`config.mk`:
```
export PLATFORM = sky130hd
export DESIGN_NAME = alu_issue_arb
export DESIGN_NICKNAME = d
export VERILOG_FILES = /design/src/rtl/alu_issue_arb_pkg.sv /design/src/rtl/alu_issue_arb_rr_arbiter.sv /design/src/rtl/alu_issue_arb.sv
export SDC_FILE = /design/constraint.sdc
export NUM_CORES = 1
export LEC_CHECK = 0
export CORE_AREA = 2 2 200 202
export DETAILED_ROUTE_END_ITERATION = 8
export DIE_AREA = 0 0 202 204
export GPL_TIMING_DRIVEN = 0
export HOLD_SLACK_MARGIN = 0.05
export PLACE_DENSITY = 0.57
export SETUP_SLACK_MARGIN = 0.02
export SLEW_MARGIN = 20
export SYNTH_ARGS = -nofsm -noshare
export SYNTH_HDL_FRONTEND = slang
export SYNTH_SLANG_ARGS = --single-unit
export TNS_END_PERCENT = 1
```
`constraint.sdc`:
```
create_clock -name clk -period 3.79 [get_ports clk]
set_input_delay 1.137 -clock clk [delete_from_list [all_inputs] [get_ports clk]]
set_output_delay 1.137 -clock clk [all_outputs]
set_load 0.005 [all_outputs]
```
`src/rtl/alu_issue_arb_pkg.sv`:
```
// Shared types and constants for the ALU issue arbiter.
package alu_issue_arb_pkg;

    localparam int unsigned NumThrDefault = 4;
    localparam int unsigned DataW         = 32;
    localparam int unsigned ImmW          = 16;
    localparam int unsigned OpW           = 3;

    // ALU operation encodings
    typedef enum logic [OpW-1:0] {
        AluAdd  = 3'd0,
        AluAnd  = 3'd1,
        AluOr   = 3'd2,
        AluXor  = 3'd3,
        AluNot  = 3'd4,
        AluShlt = 3'd5,
        AluShrt = 3'd6,
        AluShar = 3'd7
    } alu_op_e;

    typedef logic [$clog2(NumThrDefault)-1:0] tid_t;

    // Op is kept as raw bits so unknown encodings pass through untouched.
    typedef struct packed {
        logic [DataW-1:0] a;
        logic [DataW-1:0] b;
        logic [ImmW-1:0]  imm;
        logic [OpW-1:0]   op;
        logic             itype;
    } alu_req_t;

endpackage

```
`src/rtl/alu_issue_arb_rr_arbiter.sv`:
```
// Round-robin arbiter: grants the first requester at or after ptr_i, wrapping.
module alu_issue_arb_rr_arbiter #(
    parameter int unsigned N    = 4,
    parameter int unsigned IdxW = $clog2(N)
) (
    input  logic [N-1:0]    req_i,
    input  logic [IdxW-1:0] ptr_i,
    output logic [N-1:0]    gnt_o,
    output logic [IdxW-1:0] gnt_idx_o,
    output logic            any_o
);

    logic [IdxW-1:0] idx;

    // Scan from ptr_i upward; the first hit wins.
    always_comb begin
        gnt_o     = '0;
        gnt_idx_o = '0;
        any_o     = 1'b0;
        idx       = '0;
        for (int unsigned i = 0; i < N; i++) begin
            idx = IdxW'((32'(ptr_i) + i) % N);
            if (!any_o && req_i[idx]) begin
                any_o      = 1'b1;
                gnt_o[idx] = 1'b1;
                gnt_idx_o  = idx;
            end
        end
    end

endmodule

```
`src/rtl/alu_issue_arb.sv`:
```
// Shares one ALU among NUM_THR thread contexts: round-robin issue register (S1)
// feeding the external ALU, and a tagged response register (S2) with backpressure.
module alu_issue_arb
    import alu_issue_arb_pkg::*;
#(
    parameter int unsigned NUM_THR = NumThrDefault,
    parameter int unsigned TID_W   = $clog2(NUM_THR)
) (
    input  logic                          clk,
    input  logic                          rst_n,
    input  logic [NUM_THR-1:0]            req_valid,
    output logic [NUM_THR-1:0]            req_ready,
    input  logic [NUM_THR-1:0][DataW-1:0] req_a,
    input  logic [NUM_THR-1:0][DataW-1:0] req_b,
    input  logic [NUM_THR-1:0][ImmW-1:0]  req_imm,
    input  logic [NUM_THR-1:0][OpW-1:0]   req_op,
    input  logic [NUM_THR-1:0]            req_itype,
    input  logic [NUM_THR-1:0]            thr_en,
    input  logic [NUM_THR-1:0]            flush,
    output logic [DataW-1:0]              alu_ain,
    output logic [DataW-1:0]              alu_bin,
    output logic [ImmW-1:0]               alu_imm,
    output logic [OpW-1:0]                alu_op,
    output logic                          alu_itype,
    input  logic [DataW-1:0]              alu_out,
    input  logic                          alu_eq,
    input  logic                          alu_lt,
    input  logic                          alu_ovf,
    output logic                          rsp_valid,
    input  logic                          rsp_ready,
    output logic [TID_W-1:0]              rsp_tid,
    output logic [DataW-1:0]              rsp_data,
    output logic                          rsp_eq,
    output logic                          rsp_lt,
    output logic                          rsp_ovf
);

    // S1 issue register
    logic             iss_v_q, iss_v_d;
    logic [TID_W-1:0] iss_tid_q, iss_tid_d;
    alu_req_t         iss_req_q, iss_req_d;

    // S2 response register
    logic             rsp_valid_q, rsp_valid_d;
    logic [TID_W-1:0] rsp_tid_q, rsp_tid_d;
    logic [DataW-1:0] rsp_data_q, rsp_data_d;
    logic             rsp_eq_q, rsp_eq_d;
    logic             rsp_lt_q, rsp_lt_d;
    logic             rsp_ovf_q, rsp_ovf_d;

    logic [TID_W-1:0] rr_ptr_q, rr_ptr_d;
    // Low in reset and for the first cycle after release, so req_ready stays 0 in reset.
    logic             run_q, run_d;

    logic [NUM_THR-1:0] eligible;
    logic [NUM_THR-1:0] gnt;
    logic [TID_W-1:0]   gnt_idx;
    logic               gnt_any;
    logic               advance;
    logic               s1_load;
    logic               accept;
    logic               iss_kill;
    logic               rsp_kill;
    alu_req_t           win_req;

    assign eligible = req_valid & thr_en & ~flush;

    alu_issue_arb_rr_arbiter #(
        .N    (NUM_THR),
        .IdxW (TID_W)
    ) u_rr_arbiter (
        .req_i     (eligible),
        .ptr_i     (rr_ptr_q),
        .gnt_o     (gnt),
        .gnt_idx_o (gnt_idx),
        .any_o     (gnt_any)
    );

    // Handshake decode: S2 drains or is empty -> everything moves.
    always_comb begin
        advance   = ~rsp_valid_q | rsp_ready;
        s1_load   = (~iss_v_q | advance) & run_q;
        accept    = gnt_any & s1_load;
        req_ready = s1_load ? gnt : '0;
        iss_kill  = iss_v_q & flush[iss_tid_q];
        rsp_kill  = rsp_valid_q & flush[rsp_tid_q];
        win_req   = '{a:     req_a[gnt_idx],
                      b:     req_b[gnt_idx],
                      imm:   req_imm[gnt_idx],
                      op:    req_op[gnt_idx],
                      itype: req_itype[gnt_idx]};
    end

    // Next-state for both pipeline registers and the round-robin pointer.
    always_comb begin
        iss_v_d     = iss_v_q;
        iss_tid_d   = iss_tid_q;
        iss_req_d   = iss_req_q;
        rsp_valid_d = rsp_valid_q;
        rsp_tid_d   = rsp_tid_q;
        rsp_data_d  = rsp_data_q;
        rsp_eq_d    = rsp_eq_q;
        rsp_lt_d    = rsp_lt_q;
        rsp_ovf_d   = rsp_ovf_q;
        rr_ptr_d    = rr_ptr_q;
        run_d       = 1'b1;

        // A flushed S1 entry is dropped rather than transferred.
        if (advance) begin
            rsp_valid_d = iss_v_q & ~iss_kill;
            if (iss_v_q && !iss_kill) begin
                rsp_tid_d  = iss_tid_q;
                rsp_data_d = alu_out;
                rsp_eq_d   = alu_eq;
                rsp_lt_d   = alu_lt;
                rsp_ovf_d  = alu_ovf;
            end
        end else begin
            rsp_valid_d = rsp_valid_q & ~rsp_kill;
        end

        // Operand fields only change on a grant, so idle ALU inputs stay quiet.
        if (s1_load) begin
            iss_v_d = accept;
            if (accept) begin
                iss_tid_d = gnt_idx;
                iss_req_d = win_req;
            end
        end else begin
            iss_v_d = iss_v_q & ~iss_kill;
        end

        if (accept) begin
            rr_ptr_d = (gnt_idx == TID_W'(NUM_THR - 1)) ? '0 : gnt_idx + 1'b1;
        end
    end

    // State registers with asynchronous reset.
    always_ff @(posedge clk or negedge rst_n) begin
        if (!rst_n) begin
            iss_v_q     <= 1'b0;
            iss_tid_q   <= '0;
            iss_req_q   <= '0;
            rsp_valid_q <= 1'b0;
            rsp_tid_q   <= '0;
            rsp_data_q  <= '0;
            rsp_eq_q    <= 1'b0;
            rsp_lt_q    <= 1'b0;
            rsp_ovf_q   <= 1'b0;
            rr_ptr_q    <= '0;
            run_q       <= 1'b0;
        end else begin
            iss_v_q     <= iss_v_d;
            iss_tid_q   <= iss_tid_d;
            iss_req_q   <= iss_req_d;
            rsp_valid_q <= rsp_valid_d;
            rsp_tid_q   <= rsp_tid_d;
            rsp_data_q  <= rsp_data_d;
            rsp_eq_q    <= rsp_eq_d;
            rsp_lt_q    <= rsp_lt_d;
            rsp_ovf_q   <= rsp_ovf_d;
            rr_ptr_q    <= rr_ptr_d;
            run_q       <= run_d;
        end
    end

    assign alu_ain   = iss_req_q.a;
    assign alu_bin   = iss_req_q.b;
    assign alu_imm   = iss_req_q.imm;
    assign alu_op    = iss_req_q.op;
    assign alu_itype = iss_req_q.itype;

    assign rsp_valid = rsp_valid_q;
    assign rsp_tid   = rsp_tid_q;
    assign rsp_data  = rsp_data_q;
    assign rsp_eq    = rsp_eq_q;
    assign rsp_lt    = rsp_lt_q;
    assign rsp_ovf   = rsp_ovf_q;

endmodule

```
# Word-level counts from Yosys, hierarchy flattened
# Cells that the tools add are included.
# Widths: inputs -> output; s select.
[totals]
regBits = 128
output_inout_bits = 126
elab_cells = 109
[classes]
n_addsub = 4
order_cmp = 11
n_eq_ne = 1
muxes = 46
bitwise = 18
n_reduce_logical = 14
[ops]
columns = ["op", "count"]
rows = [
  ["$bmux 32 s2", 2],
  ["$mux 32", 2],
  ["$bmux 16 s2", 1],
  ["$lt 2x3->1 const B", 7],
  ["$mux 4", 5],
  ["$mux 1", 17],
  ["$mux 16", 1],
  ["$bmux 1 s2", 7],
  ["$or 4x4->4", 3],
  ["$mux 2", 5],
  ["$and 4x4->4", 2],
  ["$demux 1 s2", 4],
  ["$ge 2x1->1 const B", 4],
  ["$logic_and 1x1->1", 8],
  ["$and 1x1->1", 6],
  ["$bmux 3 s2", 1],
  ["$add 2x1->2 const B", 2],
  ["$add 2x2->2 const B", 2],
  ["$logic_not 1->1", 4],
  ["$not 1->1", 4],
  ["$not 4->4", 1],
  ["$reduce_and 2->1", 2],
  ["$mux 3", 1],
  ["$eq 2x2->1 const B", 1],
  ["$or 1x1->1", 2],
]

# Logic depth before layout (Yosys ltp)
# Gate-level depths: netlist of run 1.
[logic_depth]
word_depth = 16
ltp_mapped = 11
ltp_nobuf = 9

# Modules after synthesis
# A second synthesis of run 1 with hierarchy kept.
[unflattened]
cells_unflattened = 672
hier_area_um2 = 7664.9
[modules_own_cells]
columns = ["module", "instances", "cells_per_inst", "area_each_um2", "seq_area_each_um2"]
rows = [
  ["alu_issue_arb", 1, 627, 7245.7, 3203.1],
  ["alu_issue_arb_rr_arbiter", 1, 45, 419.2, 0.0],
]

# Worst setup path before layout of run 1
# No wires, ideal clock.
[synth_timing]
kind = "input port to output port"
from = "in flush[0]"
to = "out req_ready[0]"
arrival_time_ps = 2545
path_slack_ps = 108
path_stages = 7
path_buffers = 0
cell_sequence = "nand3b_1 -> mux4_2 -> and2_1 -> a22oi_1 -> nor2_1 -> a221oi_1 -> nor2_1"
[synth_between]
elab_chain_cells = 15
word_cells_on_any_way = 27
cone_classes = "mux (16); bitwise (5); reduce/logical (6)"
[synth_rtl]
columns = ["element", "line_no", "rtl"]
rows = [
  ["from (decl)", "alu_issue_arb.sv:19", "input logic [NUM_THR-1:0] flush,"],
  ["$not 4->4 *", "alu_issue_arb.sv:66", "assign eligible = req_valid & thr_en & ~flush;"],
  ["$and 4x4->4 *", "alu_issue_arb.sv:66", ""],
  ["$bmux 1 s2", "alu_issue_arb_rr_arbiter.sv:23", "if (!any_o && req_i[idx]) begin"],
  ["$mux 1 (implied by the code)", "alu_issue_arb_rr_arbiter.sv:23", ""],
  ["$mux 1", "alu_issue_arb_rr_arbiter.sv:23", ""],
  ["$logic_not 1->1", "alu_issue_arb_rr_arbiter.sv:23", ""],
  ["$logic_and 1x1->1", "alu_issue_arb_rr_arbiter.sv:23", ""],
  ["$mux 1", "alu_issue_arb_rr_arbiter.sv:23", ""],
  ["$logic_not 1->1", "alu_issue_arb_rr_arbiter.sv:23", ""],
  ["$logic_and 1x1->1", "alu_issue_arb_rr_arbiter.sv:23", ""],
  ["$mux 1", "alu_issue_arb_rr_arbiter.sv:23", ""],
  ["$logic_not 1->1", "alu_issue_arb_rr_arbiter.sv:23", ""],
  ["$logic_and 1x1->1", "alu_issue_arb_rr_arbiter.sv:23", ""],
  ["$mux 4 *", "alu_issue_arb_rr_arbiter.sv:23", ""],
  ["$mux 4 *", "alu_issue_arb.sv:84", "req_ready = s1_load ? gnt : '0;"],
  ["to (decl)", "alu_issue_arb.sv:12", "output logic [NUM_THR-1:0] req_ready,"],
]
# Mark *: on every way between the ends. The rest lies on a longest branch, timed or not. The select of a mux whose other input is x is not followed.

# Worst setup path after layout of run 1
[layout_timing]
from = "in thr_en[0]"
to = "out req_ready[1]"
[layout_between]
elab_chain_cells = 15
word_cells_on_any_way = 27
cone_classes = "mux (16); bitwise (5); reduce/logical (6)"
[layout_rtl]
columns = ["element", "line_no", "rtl"]
rows = [
  ["from (decl)", "alu_issue_arb.sv:18", "input logic [NUM_THR-1:0] thr_en,"],
  ["$and 4x4->4 * (2 in a row)", "alu_issue_arb.sv:66", ""],
  ["$bmux 1 s2", "alu_issue_arb_rr_arbiter.sv:23", ""],
  ["$mux 1 (implied by the code)", "alu_issue_arb_rr_arbiter.sv:23", ""],
  ["$mux 1", "alu_issue_arb_rr_arbiter.sv:23", ""],
  ["$logic_not 1->1", "alu_issue_arb_rr_arbiter.sv:23", ""],
  ["$logic_and 1x1->1", "alu_issue_arb_rr_arbiter.sv:23", ""],
  ["$mux 1", "alu_issue_arb_rr_arbiter.sv:23", ""],
  ["$logic_not 1->1", "alu_issue_arb_rr_arbiter.sv:23", ""],
  ["$logic_and 1x1->1", "alu_issue_arb_rr_arbiter.sv:23", ""],
  ["$mux 1", "alu_issue_arb_rr_arbiter.sv:23", ""],
  ["$logic_not 1->1", "alu_issue_arb_rr_arbiter.sv:23", ""],
  ["$logic_and 1x1->1", "alu_issue_arb_rr_arbiter.sv:23", ""],
  ["$mux 4 *", "alu_issue_arb_rr_arbiter.sv:23", ""],
  ["$mux 4 *", "alu_issue_arb.sv:84", ""],
]
# Marks and branches as above.

==> flow_metrics.tcl, run 1 <==
set metrics [dict create \
    status "finished with violations" \
    violations "setup timing" \
    placed_cell_area_um2 13900 \
    fin_crit_ns 3.94 \
    r2r_end "alu_imm[9]$_DFFE_PN0P_" \
    skew_ns 0.0126 \
    grt.total_usage_pct 20.3 \
    path_clk_slew_ns 0.06 \
    fin_ws_ns -0.151 \
    utilization_pct 37.6 \
    worstPathArrival_ns 2.80 \
    fin_nets 1809 \
    maxSlewViolCount 0 \
    hold_depth 2 \
    pre_cts_slack_ns -1.19 \
    yosys_warnings 0 \
    place_congestion 0.884 \
    die-area_um2 41200 \
    dp_hpwl_um 33800 \
    syn_nets 1258 \
    pwr_density_cell_nw_per_um2 797 \
    fin_area_um2 14700 \
    clockRootBuffer "clkbuf_16" \
    htreeDepth 4 \
    fp.dieH_um 204 \
    numCtsBuffers 17 \
    ys_seq_elements 128 \
    grt_overflow_total 0 \
    ios 512 \
    dr.first_iter.drc_count 448 \
    ys_async_sr_fraction_pct 100 \
    instances_no_fill 1953 \
    critPathKind "in2out" \
    grt_max_degree 78 \
    antennaDiodeCount 0 \
    worstHoldPathType "reg2reg" \
    syn-mean-instance-area_um2 9.36 \
    row_count 73 \
    rrSetupSlack_ns 0.19 \
    synth_ff_type "dfrtp_1" \
    synth_edf_count 0 \
    grt_pass1_vias 9676 \
    fmax_ghz 0.254 \
    antenna_found_initial 1 \
    grt_pass1_wl_um 62100 \
    routed_wl_um 43100 \
    netlist-cell-type-count 47 \
    start_kind "primary input" \
    dr.pass1.iters 5 \
    min_from "alu_op[0]$_DFFE_PN0P_" \
    start_util_pct 20.6 \
    tightest_slew_ns 0.892 \
    clock_latency_ns 0.44 \
    post_drt_wl_per_cell_um 22.1 \
    max-vdd-ir-drop_uv 407 \
    r2r-start "rr_ptr_q[1]$_DFFE_PN0P_" \
    numPortBuffers 511 \
    synth_area_um2 8090 \
    fin_crit_sh_pct 104 \
    crit_required_ns 2.65 \
    antenna_violating_nets_post_route 0 \
    cts_tree "yes" \
    cp_max_fo 4 \
    relSlewSlack_pct 40.3 \
    via_per_inst 4.90 \
    hold_end "alu_op[0]$_DFFE_PN0P_" \
    die_w_um 202 \
    setup_viol 4 \
    place_inst 1901 \
    drc 0 \
    cts_sinks 128 \
    area_growth_pct 82.0 \
    hold_violations 0 \
    r2r_cells 12 \
    placeableCoreArea_um2 39200 \
    rsz0062_at_grt "yes" \
    via_count 9579 \
    end_kind "output port" \
    synthCells 864 \
    clock_path_buffers 2 \
    maxCapViolCount 0 \
    p_leak_uw 0.00617 \
    drive_gt1_share_pct 13.1 \
    yosysSeqAreaShare_pct 39.6 \
]
kinds of logic (layout without fill, tap and decap cells):
group | Yosys count | in the layout | synth area share, %
mux | 43 | 43 | 6.67
fa+ha+maj | 8 | 8 | 1.24
flops | 128 | 128 | 39.6
buf+inv | 101 | 665 | 5.55
simple gates | 303 | 303 | 20.6
xor+xnor | 3 | 3 | 0.325
compound gates | 277 | 277 | 26.0
other cells | 1 | 1 | 0.0464
routing by layer:
metal | up-vias | track usage, % | share of wire, %
li1 | 4437 | - | -
met1 | 4646 | 25.4 | 42
met2 | 423 | 34.0 | 48
met3 | 71 | 4.45 | 6.4
met4 | 2 | 7.93 | 3.2
met5 | - | 0 | 0.035
Yosys cell counts (2+ instances only):
cell type / instances / area share, %
dfrtp_1: 128 / 40
a22oi_1: 4 / 0.37
nand2_1: 92 / 4.3
o31ai_1: 84 / 7.8
a221oi_1: 4 / 0.43
a211oi_1: 169 / 16
mux4_2: 5 / 1.4
o211ai_1: 2 / 0.19
nor2b_1: 2 / 0.15
nor3_1: 2 / 0.12
nor2_1: 12 / 0.56
o21ai_0: 6 / 0.37
xnor2_1: 3 / 0.32
nand4_1: 2 / 0.15
buf_1: 2 / 0.093
nand3_1: 2 / 0.12
clkbuf_1: 51 / 2.4
nand2_2: 2 / 0.15
and3b_1: 4 / 0.43
and2_1: 2 / 0.15
buf_2: 38 / 2.4
and3_1: 168 / 13
ha_1: 8 / 1.2
nor4_1: 2 / 0.15
buf_4: 6 / 0.56
inv_1: 3 / 0.14
nand3b_1: 4 / 0.37
and4b_1: 2 / 0.25
mux2_2: 37 / 5.2
cell usage in the layout (no fill, tap or decap), types with 3 or more instances in the layout:
| master | instances |
|---|---|
| clkbuf_1 | 51 |
| mux2_2 | 37 |
| buf_2 | 41 |
| mux4_2 | 5 |
| nor2_1 | 12 |
| buf_6 | 10 |
| and3b_2 | 4 |
| ha_1 | 8 |
| buf_4 | 26 |
| nand2_4 | 3 |
| a221oi_2 | 4 |
| o31ai_1 | 84 |
| o21ai_0 | 6 |
| a211oi_2 | 5 |
| clkbuf_16 | 17 |
| and3_1 | 168 |
| a211oi_1 | 164 |
| xnor2_1 | 3 |
| a22oi_2 | 5 |
| clkinv_2 | 4 |
| clkdlybuf4s50_1 | 494 |
| clkbuf_8 | 4 |
| dfrtp_1 | 126 |
| nand2_1 | 91 |
| inv_1 | 3 |
| nand3b_1 | 4 |
state kept, by name, indices dropped and copies added (netlist names):
name,count
alu_itype,1
iss_v_q,1
rsp_eq,1
iss_tid_q,2
rsp_lt,1
rsp_tid,2
rsp_valid,1
rsp_data,32
alu_bin,32
run_q,1
rsp_ovf,1
alu_ain,32
alu_op,3
rr_ptr_q,2
alu_imm,16
metrics by stage:
step / TNS (ns) / hold slack (ns) / power, uW
after floorplan: 0 / 0.473 / 6310
after global placement: -619.98 / 0.460 / 9900
after detailed placement: -85.34 / 0.465 / 9980
after CTS: -0.505 / 0.479 / 11800
after global routing: -1.23 / 0.491 / 12600
final: -0.526 / 0.474 / 11700
report_power, final:
part           total, uW  switching (uW)  internal [uW]
clock network       1640             669            969
registers           2430             402           2030
logic               7670            4240           3420
critical path: stages:
cell,delay (ns)
buf_6,0.09
and3b_2,0.24
mux4_2,0.52
and2_4,0.21
a22oi_2,0.14
nor2_1,0.07
a221oi_2,0.18
nor2_1,0.07
buf_2,0.15
area by class of cell:
cell class	instances	area (um2)
Fill cell	3952	24500
Clock buffer	23	488
Multi-Input combinational cell	635	4540
Clock inverter	9	82.6
Sequential cell	128	3210
Buffer	97	442
Inverter	4	15.0
Timing Repair Buffer	532	5290
Tap cell	525	657
worst max-delay path by stage:
stage              start                     end  slack, ns  depth (start not counted)
2_1_floorplan   flush[0]            req_ready[0]       0.11                          7
3_3_place_gp       rst_n  alu_ain[3]$_DFFE_PN0P_      -4.23                          1
3_5_place_dp    flush[0]            req_ready[3]      -1.19                          9
4_1_cts         flush[0]            req_ready[0]      -0.14                          9
5_1_grt         flush[0]            req_ready[1]      -0.22                          9
6_report       thr_en[0]            req_ready[1]      -0.15                          9
repair_timing:
item	4_1_cts	5_1_grt
gates resized for setup	90	20
setup endpoints to repair	91	53
buffers inserted	15	5
pin swaps	15	10
hold buffers	0	0
Note: power is estimated with default switching activity, not from simulation.
==> run 2: changes to the inputs <==
Settings changed: CAP_MARGIN set to 20.
==> results of run 2 <==
The final DEF is identical to that of run 1; final timing and power are the same.
==> run 3: changes to the inputs <==
Settings changed: HOLD_SLACK_MARGIN 0.05 to 0.12.
==> results of run 3 <==
The final DEF is identical to that of run 1; final timing and power are the same.
